File: src/rtl/loader_pkg.sv
// Shared definitions for the instruction-memory loader.
//   SYNC_BYTE - frame start marker
//   state_t   - loader FSM states
//   *_W       - frame field / datapath widths
package loader_pkg;

   localparam logic [7:0] SYNC_BYTE = 8'hA5;

   localparam int BYTE_W = 8;
   localparam int LEN_W  = 16;
   localparam int WORD_W = 32;
   localparam int LANES  = WORD_W / BYTE_W;
   localparam int LANE_W = $clog2(LANES);

   typedef enum logic [2:0] {
      IDLE,
      LEN_LO,
      LEN_HI,
      DATA,
      WRITE,
      CSUM,
      DONE,
      ERR
   } state_t;

endpackage

File: src/rtl/byte_to_word.sv
// Little-endian 4-lane byte assembler.
//   clk, rst   - clock, async active-low reset
//   clear      - restart at lane 0 with an empty word
//   shift      - store din into the current lane and advance
//   din        - incoming byte
//   word       - assembled word, first byte in [7:0]
//   last       - current lane is the top lane (next shift completes a word)
module byte_to_word
   import loader_pkg::*;
(
   input  logic              clk,
   input  logic              rst,
   input  logic              clear,
   input  logic              shift,
   input  logic [BYTE_W-1:0] din,
   output logic [WORD_W-1:0] word,
   output logic              last
);

   logic [LANE_W-1:0] lane;

   always_ff @(posedge clk or negedge rst) begin
      if (!rst) begin
         word <= '0;
         lane <= '0;
      end else if (clear) begin
         word <= '0;
         lane <= '0;
      end else if (shift) begin
         word[lane*BYTE_W +: BYTE_W] <= din;
         lane                        <= lane + 1'b1;  // wraps to 0 after top lane
      end
   end

   assign last = (lane == LANE_W'(LANES - 1));

endmodule

File: src/rtl/inst_mem_loader.sv
// Instruction-memory writer. Parses SYNC/LEN/payload/CSUM frames from a
// valid/ready byte stream, writes little-endian words to memory and keeps the
// CPU in reset until a checksum-verified image is present.
//   clk, rst            - clock, async active-low reset
//   in_data/valid/ready - byte stream handshake
//   mem_we/waddr/wdata  - instruction-memory write port (one-cycle strobe)
//   cpu_hold            - CPU reset request
//   load_done/load_err  - verified image / framing, length or checksum failure
module inst_mem_loader
   import loader_pkg::*;
#(
   parameter int          ADDR_W    = 10,
   parameter int unsigned BASE_ADDR = 0,
   parameter int unsigned MAX_WORDS = 256
) (
   input  logic              clk,
   input  logic              rst,
   input  logic [BYTE_W-1:0] in_data,
   input  logic              in_valid,
   output logic              in_ready,
   output logic              mem_we,
   output logic [ADDR_W-1:0] mem_waddr,
   output logic [WORD_W-1:0] mem_wdata,
   output logic              cpu_hold,
   output logic              load_done,
   output logic              load_err
);

   state_t             state, nxt;
   logic [LEN_W-1:0]   len, word_cnt;
   logic [BYTE_W-1:0]  csum;
   logic [LEN_W-1:0]   len_full;
   logic               acc, is_sync, start, lane_last;

   assign acc      = in_valid & in_ready;
   assign is_sync  = (in_data == SYNC_BYTE);
   assign len_full = {in_data, len[BYTE_W-1:0]};
   // A sync byte opens a new frame from any resting state.
   assign start    = acc & is_sync & (state == IDLE || state == DONE || state == ERR);

   byte_to_word u_asm (
      .clk   (clk),
      .rst   (rst),
      .clear (start),
      .shift (acc && state == DATA),
      .din   (in_data),
      .word  (mem_wdata),
      .last  (lane_last)
   );

   always_ff @(posedge clk or negedge rst) begin
      if (!rst) state <= IDLE;
      else      state <= nxt;
   end

   always_comb begin
      nxt = state;
      case (state)
         IDLE, DONE, ERR: if (start) nxt = LEN_LO;
         LEN_LO:          if (acc)   nxt = LEN_HI;
         LEN_HI: if (acc) begin
            if (32'(len_full) > MAX_WORDS) nxt = ERR;
            else if (len_full == '0)       nxt = CSUM;
            else                           nxt = DATA;
         end
         DATA:   if (acc && lane_last) nxt = WRITE;
         WRITE:  nxt = (word_cnt + 1'b1 == len) ? CSUM : DATA;
         CSUM:   if (acc) nxt = (in_data == csum) ? DONE : ERR;
         default: nxt = IDLE;
      endcase
   end

   // Outputs are registered from the next state so they line up with it.
   always_ff @(posedge clk or negedge rst) begin
      if (!rst) begin
         in_ready  <= 1'b0;
         mem_we    <= 1'b0;
         mem_waddr <= ADDR_W'(BASE_ADDR);
         cpu_hold  <= 1'b1;
         load_done <= 1'b0;
         load_err  <= 1'b0;
         len       <= '0;
         word_cnt  <= '0;
         csum      <= '0;
      end else begin
         in_ready  <= (nxt != WRITE);
         mem_we    <= (nxt == WRITE);
         cpu_hold  <= (nxt != DONE);
         load_done <= (nxt == DONE);
         load_err  <= (nxt == ERR);
         if (nxt == WRITE)
            mem_waddr <= ADDR_W'(BASE_ADDR) + ADDR_W'({word_cnt, 2'b00});
         if (start) begin
            csum     <= '0;
            word_cnt <= '0;
         end
         if (acc && state == LEN_LO) len[BYTE_W-1:0]      <= in_data;
         if (acc && state == LEN_HI) len[LEN_W-1:BYTE_W]  <= in_data;
         if (acc && state == DATA)   csum                 <= csum ^ in_data;
         if (state == WRITE)         word_cnt             <= word_cnt + 1'b1;
      end
   end

endmodule

File: config.mk
export PLATFORM = sky130hd
export DESIGN_NAME = inst_mem_loader
export DESIGN_NICKNAME = d
export VERILOG_FILES = /design/src/rtl/loader_pkg.sv /design/src/rtl/byte_to_word.sv /design/src/rtl/inst_mem_loader.sv
export SDC_FILE = /design/constraint.sdc
export NUM_CORES = 1
export LEC_CHECK = 0
export BUFFER_PORTS_ARGS = -buffer_cell sky130_fd_sc_hd__clkbuf_2
export CAP_MARGIN = 20
export CORE_MARGIN = 2
export CORE_UTILIZATION = 53
export DETAILED_ROUTE_END_ITERATION = 8
export GPL_TIMING_DRIVEN = 1
export MAX_ROUTING_LAYER = met4
export PLACE_DENSITY = 0.71
export SETUP_SLACK_MARGIN = 0.05
export SLEW_MARGIN = 40
export SYNTH_ARGS = -nofsm -noshare
export SYNTH_HDL_FRONTEND = slang
export SYNTH_SLANG_ARGS = --single-unit
File: constraint.sdc
create_clock -name clk -period 3.11 [get_ports clk]
set_clock_uncertainty 0.05 [all_clocks]
set_input_delay 0.933 -clock clk [delete_from_list [all_inputs] [get_ports clk]]
set_output_delay 0.933 -clock clk [all_outputs]
set_load 0.02 [all_outputs]
* After elaboration in Yosys (flattened, before gate mapping) *
Index checks and enable logic that the tools add are counted.

word-level totals
  bits in registers = 90
  bits of input ports = 11
  logic and storage cells = 69

cells by class
  $add $sub $neg = 3
  order comparisons = 1
  equality and inequality tests = 16
  shift-type cells = 2
  muxes and demuxes = 19
  bitwise operators = 4
  reduce and logical (&&, ||, !) cells = 11

operators with widths
  operator                 count
  $mux 32                  2
  $neg 5->34               1
  $shift 8x34->32 const A  1
  $shiftx 8x34->32         1
  $bwmux 32                1
  $mux 16                  2
  $mux 3                   8
  $eq 3x3->1 const B       7
  $pmux 3 s6               1
  $add 16x1->16 const B    1
  $eq 16x16->1             1
  $gt 16x9->1 const B      1
  $logic_not 16->1         1
  $mux 8                   2
  $eq 8x8->1               1
  $eq 8x8->1 const B       1
  $xor 8x8->8              1
  $eq 3x2->1 const B       2
  $ne 3x3->1 const B       2
  $logic_and 1x1->1        4
  $mux 2                   2
  $reduce_bool 2->1        2
  $and 1x1->1              3
  $eq 3x1->1 const B       1
  other kinds (6)          7

* Longest topological paths before layout *
  word-level depth = 7
  mapped depth = 9
  mapped depth without buffers = 7

* Hierarchy *
Synthesis repeated with hierarchy kept, for this count alone.

unflattened totals
  cell total of the unflattened synthesis = 438
  area total of the unflattened synthesis = 4,643.2 µm²

by module, submodules not included
  module           instances  cells each  area an instance (µm²)
  inst_mem_loader  1          333         3,189.3
  byte_to_word     1          105         1,453.9

* Worst setup path before layout *
No wires, ideal clock.

  kind = in2reg
  start = in in_data[4]
  end = reg state[1]
  data arrival time = 2,760 ps
  data required time = 2,926 ps
  path slack = 166 ps
  cell stages on the path = 7
  buffers on the path = 1
  cell sequence = buf_2 or4_4 nor4_4 or4b_1 a22o_1 a211oi_2 o21ai_1

on the way
  word-level cells in the longest chain between the ends = 5
  elaborated cells between the ends (all ways) = 10
  those cells by class = order compare (1); eq/ne (1); mux (5); bitwise (2); reduce/logical (1)

RTL lines
  item                                                 line                   source
  start: declaration                                   inst_mem_loader.sv:18  input logic [BYTE_W-1:0] in_data,
  branches (longest 4 deep; another with $gt 16x9->1)  n/a
  $pmux 3 s6 (*)                                       inst_mem_loader.sv:58  case (state)
  net nxt[1]                                           inst_mem_loader.sv:29  state_t state, nxt;
  end signal: assignment                               inst_mem_loader.sv:53  else state <= nxt;
  end: declaration                                     inst_mem_loader.sv:29

Mark *: on every way through the listed nets, which the timed path passes.
A chain may end at the register's enable or synchronous reset.

* Worst setup path in the final report *
Ends and elaborated chain as after synthesis.

==> impl_metrics.tcl <==
set metrics [dict create \
    ys_async_sr_fraction_pct 100 \
    cts_num_sinks 90 \
    ys_ff_latch 90 \
    r2r_cells 6 \
    slew_violations 0 \
    combPwrFrac_pct 39.7 \
    grt_pass1_vias 3463 \
    wl_met2_mm 4.85 \
    arrival_ps 2890 \
    wl_met1_mm 5.01 \
    vdd_drop_max_mv 0.424 \
    yosys_warnings 0 \
    cts.repair.resized 0 \
    dpl.hpwl_mm 7.27 \
    ys_seq_area_share_pct 49.5 \
    timing.final.crit_share_pct 87.4 \
    holdCritStartpoint "mem_waddr[7]" \
    drt_iter0_drc 305 \
    met3_length_um 583 \
    cp-start-kind "input port" \
    worstPathRequired_ps 3280 \
    final_hold_viol_count 0 \
    antenna_found_initial 0 \
    cellPowerDensity_mw_per_mm2 913 \
    clkTransAtPathRegs_ps 80 \
    clkLatencyLatePin_ps 360 \
    max-cap-violations 0 \
    avgRoutedWirePerCell_um 16.3 \
    synth_flop_cell "dfrtp_1" \
    p_switching_w 0.00195 \
    ctsHoldBuffers 0 \
    drive_above_1_share_pct 21.1 \
    cp_max_fo 4 \
    mostFrequentLayoutCell "dfrtp_1" \
    crit_end "state[1]" \
    route.vias.total 3742 \
    worst_setup_path_end_kind "flop" \
    grt_max_degree 50 \
    r2r-start "word_cnt[3]" \
    hold_depth 2 \
    start_util_pct 55.2 \
    grt_first_pass_wirelength_mm 17.7 \
    gr-total-overflow 0 \
    clock.fmax_mhz 368 \
    syn_area_mm2 0.00455 \
    nets 556 \
    min_period_ps 2720 \
    grt_setup_unrepaired "false" \
    seqPwrFrac_pct 44.2 \
    dr.max_layer_used "met4" \
    drc 0 \
    cts_tree "done" \
    ioPinCount 58 \
    wl_mm 10.6 \
    place.gp.congestion 0.857 \
    synth_area_per_cell_um2 9.33 \
    critPathKind "in2reg" \
    numCtsBuffers 9 \
    die_w_um 96.7 \
    postSynthCellCount 488 \
    ant_nets 0 \
    p_leak_nw 2.37 \
    r2r-end "state[1]" \
    vias_per_cell 5.77 \
    cts_root_buf "clkbuf_8" \
    setup_viol 0 \
    dr.pass1.iters 4 \
    outcome "completed" \
    port_buffers 55 \
    postCtsSetupBuffers 0 \
    cp-startpoint "in_data[4]" \
    die-area_mm2 0.00935 \
    setup_tns_ps 0 \
    insertedDiodeCount 0 \
    relSlewSlack_pct 57.1 \
    cts.path.max_buffers 2 \
    synth_edf_count 0 \
    hold_slack_ps 428 \
    mostFrequentLayoutCells "89 x dfrtp_1, 80 x nand2_1, 54 x clkbuf_2, 39 x o21ai_1" \
    area_growth_pct 13.3 \
    rows 33 \
    hold_path_class "reg2reg" \
    ys_types 50 \
    p_sw_share_pct 41.5 \
    gr-usage-all-layers_pct 24.0 \
    die_h_um 96.7 \
    internal-power_w 0.00275 \
    htree_levels 3 \
    p_clk_share_pct 16.2 \
    worst_pin_slew_ps 644 \
    rrSetupSlack_ps 750 \
    core_area_mm2 0.00826 \
]
## power groups by stage
stage                     sequential (W)  clock, W  combinational (W)
after floorplan                  0.00212         0            0.00129
after detailed placement         0.00209         0            0.00187
after global routing             0.00215  0.000818            0.00209
final                            0.00208  0.000761            0.00187
after global placement           0.00208         0            0.00181
after CTS                        0.00207  0.000773            0.00188
## worst max-delay path: stages
cell and delay [ps]:
clkbuf_2 120, or4_4 570, nor4_4 160, or4b_1 460, a22o_1 210, a211oi_2 330
o21ai_1 110
## layout make-up
type | count | area (µm²)
Fill cell | 716 | 3100
Sequential cell | 90 | 2250
Multi-Input combinational cell | 358 | 2140
Timing Repair Buffer | 72 | 418
Clock buffer | 11 | 151
Tap cell | 105 | 131
Clock inverter | 5 | 37.5
Inverter | 8 | 30.0
## state kept, by name (all words and copies together) (netlist names)
name and count:
u_asm.word 32, cpu_hold 1, csum 8, in_ready 1, u_asm.lane 2, mem_waddr 8
word_cnt 16, load_done 1, mem_we 1, len 16, load_err 1, state 3
## how the worst min path moves through the flow
stage	to	slack [ps]
6_report	mem_waddr[7]	430
5_1_grt	csum[6]	470
4_1_cts	mem_waddr[6]	430
3_5_place_dp	mem_waddr[6]	410
3_3_place_gp	u_asm.word[1]	400
2_1_floorplan	csum[6]	410
## per-stage QoR
stage / total power [W] / std cells / worst slack [ps] / cell area (µm²) / util (%)
4_1_cts: 0.00473 / 649 / 394 / 5160 / 62.5
5_1_grt: 0.00506 / 649 / 279 / 5160 / 62.5
2_1_floorplan: 0.00341 / 489 / 166 / 4560 / -
6_report: 0.00471 / 649 / 391 / 5160 / 62.5
3_5_place_dp: 0.00396 / 633 / 16.3 / 4970 / 60.2
3_3_place_gp: 0.00388 / 633 / 85.6 / 4970 / 60.2
## logic make-up after synthesis
logic type	Yosys count	share of synthesized area [%]
flip-flops	90	49.5
buffers and inverters	41	3.87
other	1	0.0823
XOR/XNOR	34	6.54
AND/OR/NAND/NOR	195	20.7
multiplexers	17	4.20
adder cells (fa/ha/maj)	6	1.65
AO/OA/AOI/OAI	104	13.5
## routing by layer
layer | vias up | track usage, %
met1 | 1837 | 35.9
met5 | - | -
li1 | 1799 | -
met3 | 15 | 3.61
met2 | 91 | 34.0
met4 | 0 | 7.37
## cell usage after synthesis, types with 7 or more instances
library cell | number | area share [%]
nor3_1 | 9 | 0.99
inv_1 | 7 | 0.58
nand2_1 | 80 | 6.6
mux2_2 | 17 | 4.2
xor2_1 | 18 | 3.5
and3_1 | 7 | 0.96
a21oi_1 | 33 | 3.6
clkbuf_1 | 22 | 1.8
dfrtp_1 | 89 | 49
xnor2_1 | 16 | 3.1
o21ai_1 | 39 | 4.3
a22o_1 | 9 | 1.7
nand3_1 | 29 | 3.2
nor4_1 | 7 | 0.96
nor2_1 | 33 | 2.7
No activity file was read; power rests on OpenSTA's default activity.
